`src/rtl/irrigacao_multizona.sv`:
```
// irrigacao_multizona: one water tank feeding N_ZONAS irrigation zones.
// Zones are served round-robin with timed sprinkler (aspersao) or drip
// (gotejamento) irrigation. The tank is cleaned periodically, and the
// fill timeout, the external error and sensor inconsistency all lead to ERRO.
//
// Ports
//   clk_i, rst_i          clock (rising edge), synchronous active-high reset
//   l_i, m_i, h_i         tank level sensors (low / mid / high mark reached)
//   req_i   [N_ZONAS]     zone requests, OR-latched into the pending set
//   modo_i  [N_ZONAS]     per-zone mode: 1 = aspersao, 0 = gotejamento
//   agro_i                agrochemical request (used only with IRRIGACAO_AGRO_EN)
//   e_i                   external error
//   s_enchendo_o          inlet valve open
//   s_cheio_o             tank full, idle
//   s_aspersao_o          sprinkler pump on
//   s_gotejamento_o       drip valve open
//   s_agro_o              agrochemical injector on
//   s_limpeza_o           cleaning pump on
//   s_saida_limpeza_o     drain valve open
//   s_erro_o              error indicator
//   zona_ativa_o [N_ZONAS] one-hot active zone, 0 outside IRRIGANDO
//   fim_zona_o            1-cycle pulse on normal zone completion
//
// Build option: define IRRIGACAO_AGRO_EN to enable agrochemical injection on
// sprinkler zones. With the macro undefined, s_agro_o is constant 0.
module irrigacao_multizona #(
    parameter int unsigned N_ZONAS        = 4,
    parameter int unsigned TIMER_W        = 8,
    parameter int unsigned T_ASPERSAO     = 20,
    parameter int unsigned T_GOTEJAMENTO  = 40,
    parameter int unsigned T_LIMPEZA      = 10,
    parameter int unsigned T_ENCHE_MAX    = 100,
    parameter int unsigned CICLOS_LIMPEZA = 3
) (
    input  logic               clk_i,
    input  logic               rst_i,
    input  logic               l_i,
    input  logic               m_i,
    input  logic               h_i,
    input  logic [N_ZONAS-1:0] req_i,
    input  logic [N_ZONAS-1:0] modo_i,
    input  logic               agro_i,
    input  logic               e_i,
    output logic               s_enchendo_o,
    output logic               s_cheio_o,
    output logic               s_aspersao_o,
    output logic               s_gotejamento_o,
    output logic               s_agro_o,
    output logic               s_limpeza_o,
    output logic               s_saida_limpeza_o,
    output logic               s_erro_o,
    output logic [N_ZONAS-1:0] zona_ativa_o,
    output logic               fim_zona_o
);

    localparam int unsigned ZW = (N_ZONAS > 1) ? $clog2(N_ZONAS) : 1;
    localparam int unsigned FW = $clog2(T_ENCHE_MAX + 1);
    localparam int unsigned CW = $clog2(CICLOS_LIMPEZA + 1);

    typedef enum logic [2:0] {
        ENCHENDO  = 3'd0,
        CHEIO     = 3'd1,
        IRRIGANDO = 3'd2,
        LIMPEZA   = 3'd3,
        ERRO      = 3'd4
    } estado_t;

    estado_t           state_q, state_d;
    logic [N_ZONAS-1:0] pend_q, pend_d;
    logic [ZW-1:0]     ptr_q, ptr_d;
    logic [ZW-1:0]     zona_q, zona_d;
    logic              modo_q, modo_d;
    logic [TIMER_W-1:0] tempo_q, tempo_d;
    logic [FW-1:0]     fill_q, fill_d;
    logic [CW-1:0]     cont_q, cont_d;
    logic              fim_q, fim_d;

    logic              falha;
    logic              achou;
    logic [ZW-1:0]     sel_zona;

`ifdef IRRIGACAO_AGRO_EN
    logic agro_q, agro_d;
`else
    logic unused_agro;
    assign unused_agro = agro_i;
`endif

    // Level sensors must be monotonic: a higher mark without the lower one is a fault.
    assign falha = (h_i & ~m_i) | (m_i & ~l_i);

    // Round-robin pick: first pending zone at or after the pointer, wrapping.
    always_comb begin : pick
        int unsigned idx;
        idx      = 0;
        achou    = 1'b0;
        sel_zona = ptr_q;
        for (int unsigned i = 0; i < N_ZONAS; i++) begin
            idx = 32'(ptr_q) + i;
            if (idx >= N_ZONAS) begin
                idx = idx - N_ZONAS;
            end
            if (!achou && pend_q[ZW'(idx)]) begin
                achou    = 1'b1;
                sel_zona = ZW'(idx);
            end
        end
    end

    // State and datapath registers.
    always_ff @(posedge clk_i) begin
        if (rst_i) begin
            state_q <= ENCHENDO;
            pend_q  <= '0;
            ptr_q   <= '0;
            zona_q  <= '0;
            modo_q  <= 1'b0;
            tempo_q <= '0;
            fill_q  <= '0;
            cont_q  <= '0;
            fim_q   <= 1'b0;
`ifdef IRRIGACAO_AGRO_EN
            agro_q  <= 1'b0;
`endif
        end else begin
            state_q <= state_d;
            pend_q  <= pend_d;
            ptr_q   <= ptr_d;
            zona_q  <= zona_d;
            modo_q  <= modo_d;
            tempo_q <= tempo_d;
            fill_q  <= fill_d;
            cont_q  <= cont_d;
            fim_q   <= fim_d;
`ifdef IRRIGACAO_AGRO_EN
            agro_q  <= agro_d;
`endif
        end
    end

    // Next-state and datapath update.
    always_comb begin
        state_d = state_q;
        pend_d  = pend_q | req_i;
        ptr_d   = ptr_q;
        zona_d  = zona_q;
        modo_d  = modo_q;
        tempo_d = tempo_q;
        fill_d  = '0;
        cont_d  = cont_q;
        fim_d   = 1'b0;
`ifdef IRRIGACAO_AGRO_EN
        agro_d  = agro_q;
`endif

        if (e_i || falha) begin
            state_d = ERRO;
            tempo_d = '0;
        end else begin
            unique case (state_q)
                ENCHENDO: begin
                    if (h_i) begin
                        state_d = CHEIO;
                    end else if (fill_q == FW'(T_ENCHE_MAX - 1)) begin
                        state_d = ERRO;
                    end else begin
                        fill_d = fill_q + FW'(1);
                    end
                end
                CHEIO: begin
                    if (!l_i) begin
                        state_d = ENCHENDO;
                    end else if (achou) begin
                        state_d = IRRIGANDO;
                        zona_d  = sel_zona;
                        modo_d  = modo_i[sel_zona];
                        tempo_d = modo_i[sel_zona] ? TIMER_W'(T_ASPERSAO - 1)
                                                   : TIMER_W'(T_GOTEJAMENTO - 1);
`ifdef IRRIGACAO_AGRO_EN
                        agro_d  = agro_i & modo_i[sel_zona];
`endif
                    end
                end
                IRRIGANDO: begin
                    if (!l_i) begin
                        // Abort: zone stays pending and will restart with a full time.
                        state_d = ENCHENDO;
                    end else if (tempo_q == '0) begin
                        fim_d  = 1'b1;
                        pend_d = (pend_q & ~(N_ZONAS'(1) << zona_q)) | req_i;
                        ptr_d  = (zona_q == ZW'(N_ZONAS - 1)) ? '0 : zona_q + ZW'(1);
                        if (32'(cont_q) + 32'd1 == CICLOS_LIMPEZA) begin
                            state_d = LIMPEZA;
                            cont_d  = '0;
                            tempo_d = TIMER_W'(T_LIMPEZA - 1);
                        end else begin
                            state_d = CHEIO;
                            cont_d  = cont_q + CW'(1);
                        end
                    end else begin
                        tempo_d = tempo_q - TIMER_W'(1);
                    end
                end
                LIMPEZA: begin
                    if (tempo_q == '0) begin
                        state_d = ENCHENDO;
                    end else begin
                        tempo_d = tempo_q - TIMER_W'(1);
                    end
                end
                ERRO: begin
                    state_d = ENCHENDO;
                    tempo_d = '0;
                end
                default: begin
                    state_d = ENCHENDO;
                end
            endcase
        end
    end

    // Moore output decode from registered state.
    always_comb begin
        s_enchendo_o      = 1'b0;
        s_cheio_o         = 1'b0;
        s_aspersao_o      = 1'b0;
        s_gotejamento_o   = 1'b0;
        s_agro_o          = 1'b0;
        s_limpeza_o       = 1'b0;
        s_saida_limpeza_o = 1'b0;
        s_erro_o          = 1'b0;
        zona_ativa_o      = '0;
        fim_zona_o        = fim_q;
        unique case (state_q)
            ENCHENDO: s_enchendo_o = 1'b1;
            CHEIO:    s_cheio_o    = 1'b1;
            IRRIGANDO: begin
                s_aspersao_o    = modo_q;
                s_gotejamento_o = ~modo_q;
                zona_ativa_o    = N_ZONAS'(1) << zona_q;
`ifdef IRRIGACAO_AGRO_EN
                s_agro_o        = modo_q & agro_q;
`endif
            end
            LIMPEZA: begin
                s_limpeza_o       = 1'b1;
                s_saida_limpeza_o = 1'b1;
            end
            ERRO:    s_erro_o = 1'b1;
            default: s_enchendo_o = 1'b0;
        endcase
    end

endmodule

```
`config.mk`:
```
export PLATFORM = sky130hd
export DESIGN_NAME = irrigacao_multizona
export DESIGN_NICKNAME = d
export VERILOG_FILES = /design/src/rtl/irrigacao_multizona.sv
export SDC_FILE = /design/constraint.sdc
export NUM_CORES = 1
export LEC_CHECK = 0
export CAP_MARGIN = 15
export CORE_MARGIN = 3
export CORE_UTILIZATION = 53
export CTS_CLUSTER_SIZE = 28
export DETAILED_ROUTE_END_ITERATION = 7
export PLACE_DENSITY = 0.79
export SLEW_MARGIN = 20
export SYNTH_ARGS = -nofsm -noshare
export SYNTH_HDL_FRONTEND = slang
export SYNTH_SLANG_ARGS = --single-unit
export TNS_END_PERCENT = 5
```
`constraint.sdc`:
```
create_clock -name clk_i -period 2.7 [get_ports clk_i]
set_input_delay 0.54 -clock clk_i [delete_from_list [all_inputs] [get_ports clk_i]]
set_output_delay 0.54 -clock clk_i [all_outputs]
set_load 0.05 [all_outputs]
```
Word-level counts from Yosys, hierarchy flattened --
Cells that the tools add are included.
Storage, ports and cells: input bits 15, logic and storage cells 137, register bits 30
Operators by class: reduce and logical (&&, ||, !) cells 18, equality and inequality tests 20, shift operators 1, add/subtract/negate cells 12, bitwise operators 13, magnitude comparators 9, mux-type cells 54
Operator list (count):
- two-way mux 8 bit | 6
- one-hot mux 8 bit (4 select lines) | 1
- two-way mux 3 bit | 8
- two-way mux 2 bit | 11
- two-way mux 4 bit | 5
- two-way mux 1 bit | 16
- AND reduction 4 bit | 4
- less-than comparator 2 x 3 -> 1 bit, second input constant | 5
- inequality test 3 bit, second input constant | 5
- inequality test 4 bit, second input constant | 3
- one-hot mux 3 bit (4 select lines) | 1
- binary-select mux 1 bit (select 2 bit) | 5
- inequality test 2 bit, second input constant | 5
- equality test 3 x 2 -> 1 bit, second input constant | 3
- greater-or-equal comparator 3 bit, second input constant | 3
- zero test 8 bit | 1
- OR 4 bit | 2
- subtractor 2 x 1 -> 2 bit, second input constant | 4
- subtractor 8 x 1 -> 8 bit, second input constant | 1
- adder 7 x 1 -> 7 bit, second input constant | 1
- equality test 7 bit, second input constant | 1
- adder 2 x 1 -> 3 bit, second input constant | 2
- adder 2 x 2 -> 3 bit, second input constant | 2
- two-way mux 6 bit | 1
- other kinds (20) | 31

Depth between registers and ports, before layout --
word-level depth 20, gate-level depth with buffers 9

Worst setup path after synthesis --
No wires, ideal clock.
kind flip-flop to flip-flop, start point register state_q[0], end point register zona_q[1], setup time 65 ps, arrival time 2733 ps, clock period less this slack 2798 ps, path buffers 1, stages on the path, launching flop included 6, slack -98 ps, data required time 2635 ps, path through dfxtp_1 > buf_2 > nor3b_1 > nand4_1 > mux2_2 > nor2_1
Between the ends: word-level cells in the longest chain between the ends 2
Ends and longest elaborated chain:
- from (decl) | RTL line 68 | estado_t state_q, state_d;
- from (signal assigned) | RTL line 126 | state_q <= state_d;
- equality test 3 x 1 -> 1 bit | RTL line 160 | unique case (state_q)
- AND reduction 4 bit (no source line)
- to (signal assigned) | RTL line 129 | zona_q <= zona_d;
- to (decl) | RTL line 71 | logic [ZW-1:0] zona_q, zona_d;
Every way passes these cells. A chain may end at the register's enable or synchronous reset.

Worst setup path in the final report --
start point register state_q[2], end point output port s_erro_o
Between the ends: word-level cells in the longest chain between the ends 2
Ends and longest elaborated chain:
- equality test 3 bit | RTL line 234 | unique case (state_q)
- two-way mux 1 bit | RTL line 234
- to (decl) | RTL line 51 | output logic s_erro_o,
Every way passes these cells.

==> key figures <==
Status
  – Outcome: complete, no violations

Clock tree
  – H-tree levels: 2
  – Number of buffers added for setup after CTS: 0
  – CTS clk-pin slew, worst paths: 0.10 ns
  – Number of sinks on the clock net: 30
  – Number of buffers on the longest clock path: 2
  – Clock root cell: clkbuf_4
  – TritonCTS clock tree: built
  – Inserted Clock Buffers: 5
  – Clock latency on the worst-skew pair: ~0.34 ns

Logic synthesis
  – Cell variety after synth: 53
  – Yosys reg bits: 30
  – Async S/R FF share, synth: 0
  – Post-synthesis adder-cell area fraction: 0.0561
  – Synth Area in XOR/XNOR: 0.0302
  – Synthesis warning total: 0
  – Number of cells produced by synthesis: 207
  – Fraction of the yosys area taken by sequential cells: 0.345
  – Main combinational cell family by area after synthesis: simple AND/OR/NAND/NOR gates
  – Synth Flop Type: dfxtp_1
  – Simple-gate share of the synthesized area: 0.329
  – Share of synthesized area spent on multiplexers: 0.0525
  – Mapped cell area: around 0.0017 mm2
  – Post-synthesis average cell area: between 8 and 9 um2
  – Area fraction in compound gates after synthesis: 0.142
  – Net count of the mapped netlist: 229
  – Number of enable flip-flop cells after synthesis: 0

Power and ir drop
  – Switching power: about 250 uW
  – Sequential cell fraction of total power: 0.524
  – Clock power share: 0.332
  – Peak supply drop: a little over 300 uV
  – Overall power after layout: ~900 uW
  – Switching share of power: 0.282
  – Combinational cell fraction of total power: 0.145
  – Internal: roughly 630 uW
  – Cell area power density: 411 mW/mm2
  – Static Leakage: a little under 0.0009 uW

GRT
  – Total Routing Usage GR: 0.219
  – Met2 track demand over resource: 0.373
  – Initial antenna violation count: 0
  – Number of global-route vias before repair: about 1.6k
  – Largest net degree at the start of global routing: 14
  – Global-route wire length before repair: about 7 mm
  – Global-route met3 utilization: 0.0499
  – Residual overflow from global routing: 0
  – Met1 demand-to-capacity share in global routing: 0.257
  – Most utilized layer in the global route result: met2

Placement
  – DP HPWL: 3.06 mm
  – Final Wtd Congestion: 0.822
  – Number of port buffers: 25
  – Placed inst area: slightly above 0.002 mm2

Run
  – Maxcap violations: 0

STA
  – Fmax: slightly below 0.4 GHz
  – Endpoints failing hold: 0
  – Hold slack: approximately 0.47 ns
  – Share of the cycle needed by the critical path after routing: 0.947
  – Clock skew after layout: 0.00838 ns
  – Tmin final: approximately 2.6 ns
  – Headroom to the max-slew limit: 0.525
  – Final setup violation count: 0
  – Count of pins over their slew limit: 0
  – Measured slew at the worst slew-check pin: ~0.7 ns
  – Unrepaired setup endpoints after global routing: no

Critical path
  – Crit path kind: register to output port
  – Startpoint type of the worst setup path: register
  – Data arrival time at the worst-slack endpoint: about 2.0 ns
  – CP Capture Type: output port
  – Critical-path maximum fanout: 9
  – Worst EP required: 2.16 ns
  – Crit path max-delay family: buffers and inverters
  – Total buffers and inverters traversed by the critical path: 1
  – Largest stage delay on the critical path: around 0.84 ns
  – Max stage delay cell, worst path: clkdlybuf4s50_1
  – Cells along the critical path: nor3b_4 > clkdlybuf4s50_1

Die
  – Core Rows: 20
  – Number of top-level pins: 28
  – Placeable core region: ~0.0031 mm2
  – Die footprint: roughly 0.004 mm2
  – Horiz. Die Dim: 63.3 um
  – Initial standard-cell utilization of the core: 0.560
  – Die height: between 60 and 70 um

Cells and area
  – Commonest cells after routing, fill and taps aside: dfxtp_1, nor2_1, nand2_1
  – Leading cell type in the layout, fill and taps excluded: dfxtp_1
  – Ant. Diodes: 0
  – Final Cell Area: 0.00215 mm2
  – Layout overhead on the synthesized area: 23.7%
  – Share of the core filled with cells: 0.693
  – Share of cells above drive strength 1: 0.145
  – Number of nets in the layout: around 260

Route
  – WL final: roughly 4.2 mm
  – Post-detailed-route DRC marker count: 0
  – Routed Antenna Nets: 0
  – WL/cell: between 15 and 20 um
  – Via density per instance: ~5.9
  – Total via count after detailed routing: 1645
  – 1st-pass router iterations: 4
  – Starting DRC count in detailed routing: ~120

Hold path
  – Classification of the worst-slack hold path: register to register
[synth_stat cells (2+ instances only)]
library cell	n	area, um2
ha_1	7	87.6
o32ai_1	3	26.3
nand3_1	3	15.0
or3_1	2	12.5
nor2_1	26	97.6
buf_2	3	15.0
dfxtp_1	30	601
nor2b_1	6	37.5
nor3b_1	6	45.0
mux2i_1	8	80.1
buf_4	3	22.5
clkbuf_1	4	15.0
xnor2_1	3	26.3
and2b_2	2	17.5
xor2_1	3	26.3
nor4b_1	2	17.5
a211oi_1	2	15.0
or2_2	2	12.5
a21o_1	3	22.5
a21oi_1	15	75.1
or4_1	2	15.0
inv_1	5	18.8
and3_1	3	18.8
nor3_1	5	25.0
nand4_1	2	12.5
nand2_1	17	63.8
and2_1	6	37.5
o21ai_0	5	25.0
nand2b_1	2	12.5
nor4_1	4	25.0
[per-layer routing]
metal	vias to the layer above	share of wire	wire length (um)
li1	784	-	-
met1	783	0.41	1720
met2	69	0.49	2050
met3	9	0.075	315
met4	0	0.020	85
met5	-	0	0
[final cells by class]
type / count / area (um2)
Multi-Input combinational cell: 161 / 1070
Inverter: 5 / 18.8
Fill cell: 274 / 952
Timing Repair Buffer: 30 / 339
Clock buffer: 6 / 51.3
Tap cell: 44 / 55.1
Clock inverter: 2 / 12.5
Sequential cell: 30 / 601
[metrics by stage]
stage | setup WS [ns] | instances | TNS (ns)
5_1_grt | 0.0443 | 278 | 0
3_3_place_gp | 0.0156 | 270 | 0
2_1_floorplan | 0.315 | 207 | 0
3_5_place_dp | -0.167 | 270 | -0.424
6_report | 0.143 | 278 | 0
4_1_cts | 0.00147 | 278 | 0
[flip-flops by register name, summed over array words and instances (netlist names)]
register    count
zona_q          2
pend_q          4
modo_q          1
ptr_q           2
state_q         3
cont_q          2
fim_zona_o      1
tempo_q         8
fill_q          7
[power groups by stage]
| stage | sequential (uW) | combinational [uW] | clock [uW] |
|---|---|---|---|
| 2_1_floorplan | 468 | 85.2 | 0 |
| 3_3_place_gp | 472 | 122 | 0 |
| 3_5_place_dp | 473 | 125 | 0 |
| 4_1_cts | 463 | 127 | 298 |
| 5_1_grt | 465 | 138 | 319 |
| 6_report | 463 | 128 | 293 |
[cell families after synthesis]
| logic type | Yosys count |
|---|---|
| AOI/OAI and AO/OA | 38 |
| xor gates and xnor gates | 6 |
| adders and majority gates | 8 |
| buffers and inverters | 16 |
| DFF | 30 |
| muxes | 9 |
| other | 1 |
| and+or+nand+nor | 99 |
[final timing paths]
kind | startpoint | end | slack, ns | cells after the start
setup / recovery | state_q[2] | s_erro_o | 0.14 | 2
hold / removal | fill_q[0] | fill_q[0] | 0.47 | 1
setup reg to reg | tempo_q[0] | tempo_q[2] | 0.43 | 8
hold reg to reg | fill_q[0] | fill_q[0] | 0.47 | 1
[what timing repair did]
item,4_1_cts,5_1_grt
pin swaps,0,0
hold buffers,0,0
endpoints found under the setup margin,2,6
gates resized for setup,1,3
(Power assumes the default switching activity.)
